===== config.mk =====
export PLATFORM = sky130hd
export DESIGN_NAME = alu_op_issue_flat
export DESIGN_NICKNAME = d
export VERILOG_FILES = /design/src/rtl/alu_op_issue_if.sv /design/src/rtl/alu_op_issue.sv /design/src/flat_wrapper.sv
export SDC_FILE = /design/constraint.sdc
export NUM_CORES = 1
export LEC_CHECK = 0
export CORE_ASPECT_RATIO = 1.1
export CORE_UTILIZATION = 49
export CTS_CLUSTER_DIAMETER = 80
export DETAILED_ROUTE_END_ITERATION = 12
export GPL_ROUTABILITY_DRIVEN = 1
export PLACE_DENSITY = 0.81
export SYNTH_ARGS = -nofsm -noshare
export SYNTH_HDL_FRONTEND = slang
export SYNTH_SLANG_ARGS = --single-unit

===== constraint.sdc =====
create_clock -name clk -period 2.05 [get_ports clk]
set_clock_uncertainty 0.15 [all_clocks]
set_input_delay 0.205 -clock clk [delete_from_list [all_inputs] [get_ports clk]]
set_output_delay 0.205 -clock clk [all_outputs]
set_load 0.02 [all_outputs]

===== src/rtl/alu_op_issue_if.sv =====
// Operand-issue bus between register-file read, the decode/issue stage and the ALU.
// The master drives the upstream entry and the downstream ready; the slave is the issue stage.
interface alu_op_issue_if #(
    parameter int unsigned XLEN = 32
);
    logic            in_valid;
    logic            in_ready;
    logic [31:0]     in_instr;
    logic [XLEN-1:0] in_rs1_val;
    logic [XLEN-1:0] in_rs2_val;

    logic            out_valid;
    logic            out_ready;
    logic [3:0]      out_alu_op;
    logic [XLEN-1:0] out_ina;
    logic [XLEN-1:0] out_inb;
    logic [4:0]      out_rd;
    logic            out_illegal;

    modport master (
        output in_valid,
        output in_instr,
        output in_rs1_val,
        output in_rs2_val,
        output out_ready,
        input  in_ready,
        input  out_valid,
        input  out_alu_op,
        input  out_ina,
        input  out_inb,
        input  out_rd,
        input  out_illegal
    );

    modport slave (
        input  in_valid,
        input  in_instr,
        input  in_rs1_val,
        input  in_rs2_val,
        input  out_ready,
        output in_ready,
        output out_valid,
        output out_alu_op,
        output out_ina,
        output out_inb,
        output out_rd,
        output out_illegal
    );
endinterface


===== src/rtl/alu_op_issue.sv =====
// Decode/issue stage: decodes RV32I instructions into ALU op + operands and
// holds them in a two-entry skid buffer (main + skid) so in_ready is a flop.
module alu_op_issue #(
    parameter int unsigned XLEN    = 32,
    parameter int unsigned SHAMT_W = 5
) (
    input  logic          clk,
    input  logic          reset,
    input  logic          flush,
    alu_op_issue_if.slave bus
);

    localparam logic [3:0] OpAnd  = 4'b0000;
    localparam logic [3:0] OpOr   = 4'b0001;
    localparam logic [3:0] OpAdd  = 4'b0010;
    localparam logic [3:0] OpXor  = 4'b0011;
    localparam logic [3:0] OpSll  = 4'b0100;
    localparam logic [3:0] OpSrl  = 4'b0101;
    localparam logic [3:0] OpSub  = 4'b0110;
    localparam logic [3:0] OpSltu = 4'b0111;
    localparam logic [3:0] OpSlt  = 4'b1000;
    localparam logic [3:0] OpSra  = 4'b1001;

    localparam logic [6:0] OpcReg    = 7'b0110011;
    localparam logic [6:0] OpcImm    = 7'b0010011;
    localparam logic [6:0] OpcLoad   = 7'b0000011;
    localparam logic [6:0] OpcStore  = 7'b0100011;
    localparam logic [6:0] OpcBranch = 7'b1100011;

    localparam logic [2:0] F3AddSub = 3'b000;
    localparam logic [2:0] F3Sll    = 3'b001;
    localparam logic [2:0] F3SrlSra = 3'b101;

    typedef enum logic [1:0] {StEmpty, StOne, StTwo} state_e;

    typedef struct packed {
        logic [3:0]      alu_op;
        logic [XLEN-1:0] ina;
        logic [XLEN-1:0] inb;
        logic [4:0]      rd;
        logic            illegal;
    } entry_t;

    state_e state_q, state_d;
    entry_t main_q, main_d;
    entry_t skid_q, skid_d;
    logic   in_ready_q;
    entry_t dec;

    logic [6:0]      opcode;
    logic [2:0]      funct3;
    logic [6:0]      funct7;
    logic            f7_zero;
    logic            f7_alt;
    logic [XLEN-1:0] imm_i;
    logic [XLEN-1:0] imm_s;
    logic [XLEN-1:0] shamt_rs2;
    logic [XLEN-1:0] shamt_imm;
    logic            in_xfer;
    logic            out_xfer;
    logic            unused_rs1_idx;

    assign opcode  = bus.in_instr[6:0];
    assign funct3  = bus.in_instr[14:12];
    assign funct7  = bus.in_instr[31:25];
    assign f7_zero = (funct7 == 7'b0000000);
    assign f7_alt  = (funct7 == 7'b0100000);

    assign imm_i     = {{(XLEN-12){bus.in_instr[31]}}, bus.in_instr[31:20]};
    assign imm_s     = {{(XLEN-12){bus.in_instr[31]}}, bus.in_instr[31:25], bus.in_instr[11:7]};
    assign shamt_rs2 = {{(XLEN-SHAMT_W){1'b0}}, bus.in_rs2_val[SHAMT_W-1:0]};
    assign shamt_imm = {{(XLEN-SHAMT_W){1'b0}}, bus.in_instr[20 +: SHAMT_W]};

    // rs1 index is resolved by the register file; only its value reaches this stage.
    assign unused_rs1_idx = ^bus.in_instr[19:15];

    // funct3 -> ALU op; alt selects sub/sra on the two funct3 codes that have a variant.
    function automatic logic [3:0] f3_op(input logic [2:0] f3, input logic alt);
        logic [3:0] op;
        case (f3)
            3'b000:  op = alt ? OpSub : OpAdd;
            3'b001:  op = OpSll;
            3'b010:  op = OpSlt;
            3'b011:  op = OpSltu;
            3'b100:  op = OpXor;
            3'b101:  op = alt ? OpSra : OpSrl;
            3'b110:  op = OpOr;
            default: op = OpAnd;
        endcase
        return op;
    endfunction

    // Decode the incoming instruction into an issue entry.
    always_comb begin
        dec         = '0;
        dec.alu_op  = OpAdd;
        dec.ina     = bus.in_rs1_val;
        dec.inb     = bus.in_rs2_val;
        dec.rd      = bus.in_instr[11:7];
        dec.illegal = 1'b0;
        case (opcode)
            OpcReg: begin
                dec.alu_op = f3_op(funct3, f7_alt);
                if (funct3 == F3Sll || funct3 == F3SrlSra) begin
                    dec.inb = shamt_rs2;
                end
                // Only 0100000 variants are sub and sra; everything else needs funct7 == 0.
                if (!(f7_zero || (f7_alt && (funct3 == F3AddSub || funct3 == F3SrlSra)))) begin
                    dec.illegal = 1'b1;
                end
            end
            OpcImm: begin
                dec.alu_op = f3_op(funct3, 1'b0);
                dec.inb    = imm_i;
                if (funct3 == F3Sll) begin
                    dec.inb     = shamt_imm;
                    dec.illegal = !f7_zero;
                end else if (funct3 == F3SrlSra) begin
                    dec.inb     = shamt_imm;
                    dec.alu_op  = f7_alt ? OpSra : OpSrl;
                    dec.illegal = !(f7_zero || f7_alt);
                end
            end
            OpcLoad: begin
                dec.inb = imm_i;
            end
            OpcStore: begin
                dec.inb = imm_s;
                dec.rd  = '0;
            end
            OpcBranch: begin
                dec.rd = '0;
                case (funct3[2:1])
                    2'b00:   dec.alu_op = OpSub;
                    2'b10:   dec.alu_op = OpSlt;
                    2'b11:   dec.alu_op = OpSltu;
                    default: dec.illegal = 1'b1;
                endcase
            end
            // Unknown opcodes still issue; EX raises the trap.
            default: begin
                dec.illegal = 1'b1;
            end
        endcase
    end

    assign in_xfer  = bus.in_valid & in_ready_q;
    assign out_xfer = (state_q != StEmpty) & bus.out_ready;

    // Skid-buffer occupancy and entry movement.
    always_comb begin
        state_d = state_q;
        main_d  = main_q;
        skid_d  = skid_q;
        case (state_q)
            StEmpty: begin
                if (in_xfer) begin
                    state_d = StOne;
                    main_d  = dec;
                end
            end
            StOne: begin
                if (in_xfer && !out_xfer) begin
                    state_d = StTwo;
                    skid_d  = dec;
                end else if (in_xfer && out_xfer) begin
                    main_d = dec;
                end else if (out_xfer) begin
                    state_d = StEmpty;
                end
            end
            StTwo: begin
                if (out_xfer) begin
                    state_d = StOne;
                    main_d  = skid_q;
                end
            end
            default: begin
                state_d = StEmpty;
            end
        endcase
        // Redirect drops everything, including an entry accepted this cycle.
        if (flush) begin
            state_d = StEmpty;
        end
    end

    // State, buffered entries and registered ready.
    always_ff @(posedge clk) begin
        if (reset) begin
            state_q    <= StEmpty;
            main_q     <= '0;
            skid_q     <= '0;
            in_ready_q <= 1'b1;
        end else begin
            state_q    <= state_d;
            main_q     <= main_d;
            skid_q     <= skid_d;
            in_ready_q <= (state_d != StTwo);
        end
    end

    assign bus.in_ready    = in_ready_q;
    assign bus.out_valid   = (state_q != StEmpty);
    assign bus.out_alu_op  = main_q.alu_op;
    assign bus.out_ina     = main_q.ina;
    assign bus.out_inb     = main_q.inb;
    assign bus.out_rd      = main_q.rd;
    assign bus.out_illegal = main_q.illegal;

endmodule

===== src/flat_wrapper.sv =====
// flat-port wrapper written by rule: the top's interface ports become plain ports
module alu_op_issue_flat 
#(
    parameter int unsigned XLEN    = 32,
    parameter int unsigned SHAMT_W = 5
)
  (clk, reset, flush, bus_in_valid, bus_in_instr, bus_in_rs1_val, bus_in_rs2_val, bus_out_ready, bus_in_ready, bus_out_valid, bus_out_alu_op, bus_out_ina, bus_out_inb, bus_out_rd, bus_out_illegal);
  alu_op_issue_if #(.XLEN(XLEN)) bus_i ();
  input  logic clk;
  input  logic reset;
  input  logic flush;
  input wire logic [$bits(bus_i.in_valid)-1:0] bus_in_valid;
  input wire logic [$bits(bus_i.in_instr)-1:0] bus_in_instr;
  input wire logic [$bits(bus_i.in_rs1_val)-1:0] bus_in_rs1_val;
  input wire logic [$bits(bus_i.in_rs2_val)-1:0] bus_in_rs2_val;
  input wire logic [$bits(bus_i.out_ready)-1:0] bus_out_ready;
  output wire logic [$bits(bus_i.in_ready)-1:0] bus_in_ready;
  output wire logic [$bits(bus_i.out_valid)-1:0] bus_out_valid;
  output wire logic [$bits(bus_i.out_alu_op)-1:0] bus_out_alu_op;
  output wire logic [$bits(bus_i.out_ina)-1:0] bus_out_ina;
  output wire logic [$bits(bus_i.out_inb)-1:0] bus_out_inb;
  output wire logic [$bits(bus_i.out_rd)-1:0] bus_out_rd;
  output wire logic [$bits(bus_i.out_illegal)-1:0] bus_out_illegal;
  assign bus_i.in_valid = bus_in_valid;
  assign bus_i.in_instr = bus_in_instr;
  assign bus_i.in_rs1_val = bus_in_rs1_val;
  assign bus_i.in_rs2_val = bus_in_rs2_val;
  assign bus_i.out_ready = bus_out_ready;
  assign bus_in_ready = bus_i.in_ready;
  assign bus_out_valid = bus_i.out_valid;
  assign bus_out_alu_op = bus_i.out_alu_op;
  assign bus_out_ina = bus_i.out_ina;
  assign bus_out_inb = bus_i.out_inb;
  assign bus_out_rd = bus_i.out_rd;
  assign bus_out_illegal = bus_i.out_illegal;
  alu_op_issue #(.XLEN(XLEN), .SHAMT_W(SHAMT_W)) u_core (.clk(clk), .reset(reset), .flush(flush), .bus(bus_i));
endmodule

=== Yosys cells after proc, flatten, opt, wreduce, memory -nomap -nowiden ===
Index checks and enable logic that the tools add are counted.

* Bits in registers: 151
* Input port bits: 101
* Output and inout port bits: 76
* Word-level logic and storage cells: 86

* Eq/ne operators: 21
* Mux-type cells: 30
* Bitwise logic cells: 2
* Reduce and logical (&&, ||, !) cells: 21

{| class="wikitable"
|+ Operator list
! cell !! count
|-
| $mux W74 || 4
|-
| $pmux W74 S3 || 1
|-
| $pmux W32 S4 || 1
|-
| $mux W32 || 3
|-
| $pmux W4 S7 || 1
|-
| $pmux W4 S3 || 2
|-
| $pmux W4 S6 || 1
|-
| $eq A7 B6 Y1 const B || 3
|-
| $mux W2 || 6
|-
| $mux W4 || 3
|-
| $eq A3 B3 Y1 const B || 3
|-
| $eq A7 B2 Y1 const B || 1
|-
| $eq A7 B5 Y1 const B || 1
|-
| $eq A7 B7 Y1 const B || 1
|-
| $logic_not A7 Y1 || 1
|-
| $eq A2 B2 Y1 const B || 3
|-
| $eq A3 B2 Y1 const B || 2
|-
| $ne A2 B1 Y1 const B || 3
|-
| $pmux W2 S3 || 1
|-
| $mux W5 || 1
|-
| $reduce_and A5 Y1 || 1
|-
| $logic_not A2 Y1 || 2
|-
| $logic_or A1 B1 Y1 || 4
|-
| $mux W1 || 4
|-
| 14 further kinds || 21
|}

=== Depth between registers and ports, before layout ===
* Depth after elaboration: 9
* Depth in mapped cells: 7

=== Least setup slack after synthesis ===
No wires, ideal clock.

* Path type: register to register
* Start: register u_core.in_ready_q (netlist: u_core.bus.in_ready)
* End: register u_core.skid_q[28] (netlist name)
* Data arrival time: 1477 ps
* Setup slack: 289 ps
* Stages on the path, launching flop included: 7
* Buffers on the path: 2
* Clock period less this slack: 1761 ps
* Path through: dfxtp_1 > and3b_1 > clkbuf_1 > nand2_1 > a21oi_1 > buf_2 > a211oi_1

* Word-level cells in the longest chain between the ends: 3

{| class="wikitable"
|+ RTL lines
! item !! RTL line !! source
|-
| start, declared || alu_op_issue.sv:47 || <nowiki>logic in_ready_q;</nowiki>
|-
| start signal, assigned || alu_op_issue.sv:199 || <nowiki>in_ready_q <= (state_d != StTwo);</nowiki>
|-
| $and A1 B1 Y1 || alu_op_issue.sv:147 || <nowiki>assign in_xfer = bus.in_valid & in_ready_q;</nowiki>
|-
| $logic_and A1 B1 Y1 || alu_op_issue.sv:163 || <nowiki>if (in_xfer && !out_xfer) begin</nowiki>
|-
| $reduce_and A2 Y1 (no line) || n/a ||
|-
| end signal, assigned || alu_op_issue.sv:198 || <nowiki>skid_q <= skid_d;</nowiki>
|-
| end, declared || alu_op_issue.sv:46 || <nowiki>entry_t skid_q, skid_d;</nowiki>
|}

Every way passes these cells.
A chain may end at the register's enable or synchronous reset.

=== Final worst setup path ===
* Start: register u_core.state_q[0]
* End: register u_core.skid_q[24] (netlist name)

* Word-level cells in the longest chain between the ends: 5
* Elaborated cells between the ends (all ways): 6

{| class="wikitable"
|+ RTL lines
! item !! RTL line !! source
|-
| start, declared || alu_op_issue.sv:44 || <nowiki>state_e state_q, state_d;</nowiki>
|-
| start signal, assigned || alu_op_issue.sv:191 || <nowiki>state_q <= StEmpty;</nowiki>
|-
| start signal, assigned || alu_op_issue.sv:196 || <nowiki>state_q <= state_d;</nowiki>
|-
| $reduce_bool A2 Y1 || alu_op_issue.sv:148 || <nowiki>assign out_xfer = (state_q != StEmpty) & bus.out_ready;</nowiki>
|-
| $and A1 B1 Y1 || alu_op_issue.sv:148 ||
|-
| $logic_not A1 Y1 || alu_op_issue.sv:163 ||
|-
| $logic_and A1 B1 Y1 || alu_op_issue.sv:163 ||
|-
| $reduce_and A2 Y1 (no line) (*) || n/a ||
|}

Mark *: on every way between the ends. The rest lies on a longest branch, timed or not.

==> impl_metrics.tcl <==
set metrics [dict create \
    yosysTopAreaCell "dfxtp_1" \
    worst_hold_path_type "in -> reg" \
    die_height_um 124.4 \
    setup_viol 0 \
    diodes 0 \
    wl_per_cell_um 15.85 \
    clk_latency_ps 420 \
    routed_via_density 5.632 \
    switchingPower_mw 1.814 \
    rows 44 \
    synth_compound_area_share_pct 24.22 \
    hold_start "reset" \
    cts_tree "yes" \
    synth_edf_count 0 \
    power_frac_clock_pct 41.6 \
    synth_ff_type "dfxtp_1" \
    dr.pass1.iters 5 \
    crit_start "u_core.state_q[0]" \
    synthesis.nets 933 \
    p_sw_share_pct 24.76 \
    core-area_mm2 0.01327 \
    grt_max_degree 54 \
    synth_common_cells "nand2_1, dfxtp_1, nor2_1, clkbuf_1, a21oi_1" \
    vdd_drop_max_mv 0.5533 \
    cp.required_ps 2190 \
    arrival_ps 2040 \
    synth_top_family_by_area "compound AO/OA/AOI/OAI gates" \
    synth_sequential_area_ratio_pct 45.29 \
    fin_crit_ps 1904 \
    drtAntennaViolNets 0 \
    grt_pass1_wl_mm 30.84 \
    start_util_pct 50.31 \
    async_flop_share_pct 0 \
    yosysWarnings 0 \
    end_kind "flip-flop" \
    drv_cap 0 \
    fmax_ghz 0.5251 \
    drc 0 \
    yosys-top-cells-area "dfxtp_1, nand2_1, nor2_1" \
    synth_adder_area_share_pct 0.9372 \
    crit_fanout 13 \
    fill_cells 1059 \
    criticalPathCategory "reg -> reg" \
    pwr-share-seq_pct 42.9 \
    rr_startpoint "u_core.state_q[0]" \
    die_w_um 113.3 \
    powerDensity_mw_per_mm2 770.7 \
    leakagePower_nw 3.531 \
    root_buffer "clkbuf_16" \
    place.detailed.hpwl_mm 12.88 \
    synth_area_per_cell_um2 8.072 \
    fin_nets 1111 \
    power.internal_mw 5.510 \
    wl_mm 19.04 \
    postSynthCellCount 827 \
    cts_hold_buf 0 \
    hold_viol 0 \
    htree_num_levels 4 \
    status "finished, final reports clean" \
    gp_congestion 0.8894 \
    drive_above_1_share_pct 11.01 \
    cts_sinks 151 \
    antenna_found_initial 0 \
    clk_pin_slew_ps 60 \
    rrSetupSlack_ps 150 \
    area.growth.synth_to_final_pct 42.36 \
    max_slew.worst_pin.slew_ps 533.2 \
    cts-buffers-inserted 17 \
    drt_iter0_markers 684 \
    rsz0062_at_grt "no" \
    die_area_mm2 0.01409 \
    grt_usage_pct 27.29 \
    vias 6764 \
    cts_buffer_depth 2 \
    synth_mux_area_share_pct 0 \
    total_power_mw 7.324 \
    final_cells 1201 \
    power_frac_comb_pct 15.4 \
    yosys.cell_count.top_type "nand2_1" \
    syn_area_mm2 0.006675 \
    synth-simple-area-share_pct 23.75 \
    synthXorXnorAreaFrac_pct 0.2624 \
    io_buffers 171 \
    yosys.cell_types.count 61 \
    period_share_pct 92.90 \
    dp.cells 1170 \
    max_slew_margin_pct 63.54 \
    grt_pass1_vias 6303 \
    whs_ps 25.21 \
    final_max_slew_viol_count 0 \
    overflow 0 \
    cp-start-kind "flip-flop" \
    synth_seq_cells 151 \
    io-pin-count 177 \
    synth_top_area_share_pct 45.29 \
]
==> registers in the layout, summed over array words and instances, names as in the netlist <==
name / cells
u_core.bus.out_alu_op: 4
u_core.bus.out_rd: 5
u_core.skid_q: 74
u_core.bus.out_inb: 32
u_core.bus.out_illegal: 1
u_core.bus.out_ina: 32
u_core.state_q: 2
u_core.bus.in_ready: 1
==> path summary, 6_finish.rpt <==
kind | cells past startpoint | to
setup / recovery | 5 | u_core.skid_q[24]
hold / removal | 2 | u_core.skid_q[51]
setup reg to reg | 5 | u_core.skid_q[24]
hold reg to reg | 2 | u_core.bus.out_inb[30]
==> stage by stage <==
step           worst slack [ps]  setup TNS, ps  util (%)  area [µm²]
3_5_place_dp             -74.41          -1364     67.28        8926
2_1_floorplan             288.7              0         -        6675
6_report                  145.6              0     71.62        9503
4_1_cts                   29.93              0     71.61        9500
3_3_place_gp             -80.49         -425.5     67.28        8926
5_1_grt                   46.01              0     71.62        9503
==> final cells by class <==
cell class / count / area (µm²) / area share [%]
Timing Repair Buffer: 236 / 2325 / 24.46
Clock inverter: 9 / 100.1 / 1.053
Multi-Input combinational cell: 589 / 3313 / 34.87
Sequential cell: 151 / 3023 / 31.81
Clock buffer: 22 / 474.2 / 4.990
Tap cell: 184 / 230.2 / 2.423
Inverter: 10 / 37.54 / 0.3950
==> cells in the final DEF (no fill, tap or decap), types with 14 or more instances in the layout <==
| cell type | n |
|---|---|
| nand2_1 | 201 |
| clkdlybuf4s50_1 | 169 |
| dfxtp_1 | 151 |
| nor2_1 | 95 |
| buf_4 | 56 |
| a21oi_1 | 44 |
| a311oi_1 | 33 |
| a211oi_1 | 32 |
| a221oi_1 | 26 |
| o31ai_1 | 21 |
| nand3_1 | 20 |
| clkbuf_16 | 17 |
| nor3_1 | 14 |
==> cells by family (layout without fill, tap and decap cells) <==
logic type / count (synthesis) / count (layout)
AND/OR/NAND/NOR: 369 / 369
buffers and inverters: 87 / 277
adder cells (fa/ha/maj): 5 / 5
AO/OA/AOI/OAI: 213 / 213
XOR/XNOR: 2 / 2
flip-flops: 151 / 151
==> critical path, cell delays in order, from the launching register on <==
cell and delay (ps):
dfxtp_1 440, nor2b_1 350, nand2_1 270, a21oi_1 230, buf_4 230, a211oi_1 100
==> per-layer routing <==
metal	wire (µm)	vias to the layer above	part of all wire (%)	global-route usage (%)
met5	0	-	0	0
met4	357	0	1.9	10.76
met3	1328	31	7.0	7.348
met2	9119	253	48	45.00
met1	8236	3160	43	33.67
li1	-	3320	-	-
==> repair_timing <==
action | CTS | global route
endpoints found under the setup margin | 0 | 1
buffers inserted | 0 | 0
gates resized for setup | 0 | 1
==> power by group through the flow <==
stage,Sequential [mW],Clock (mW),Combinational [mW]
2_1_floorplan,3.33,0,0.393
3_3_place_gp,3.20,0,1.11
3_5_place_dp,3.21,0,1.13
4_1_cts,3.15,3.09,1.13
5_1_grt,3.16,3.23,1.21
6_report,3.15,3.05,1.13
Power figures use the tool's default switching activity.
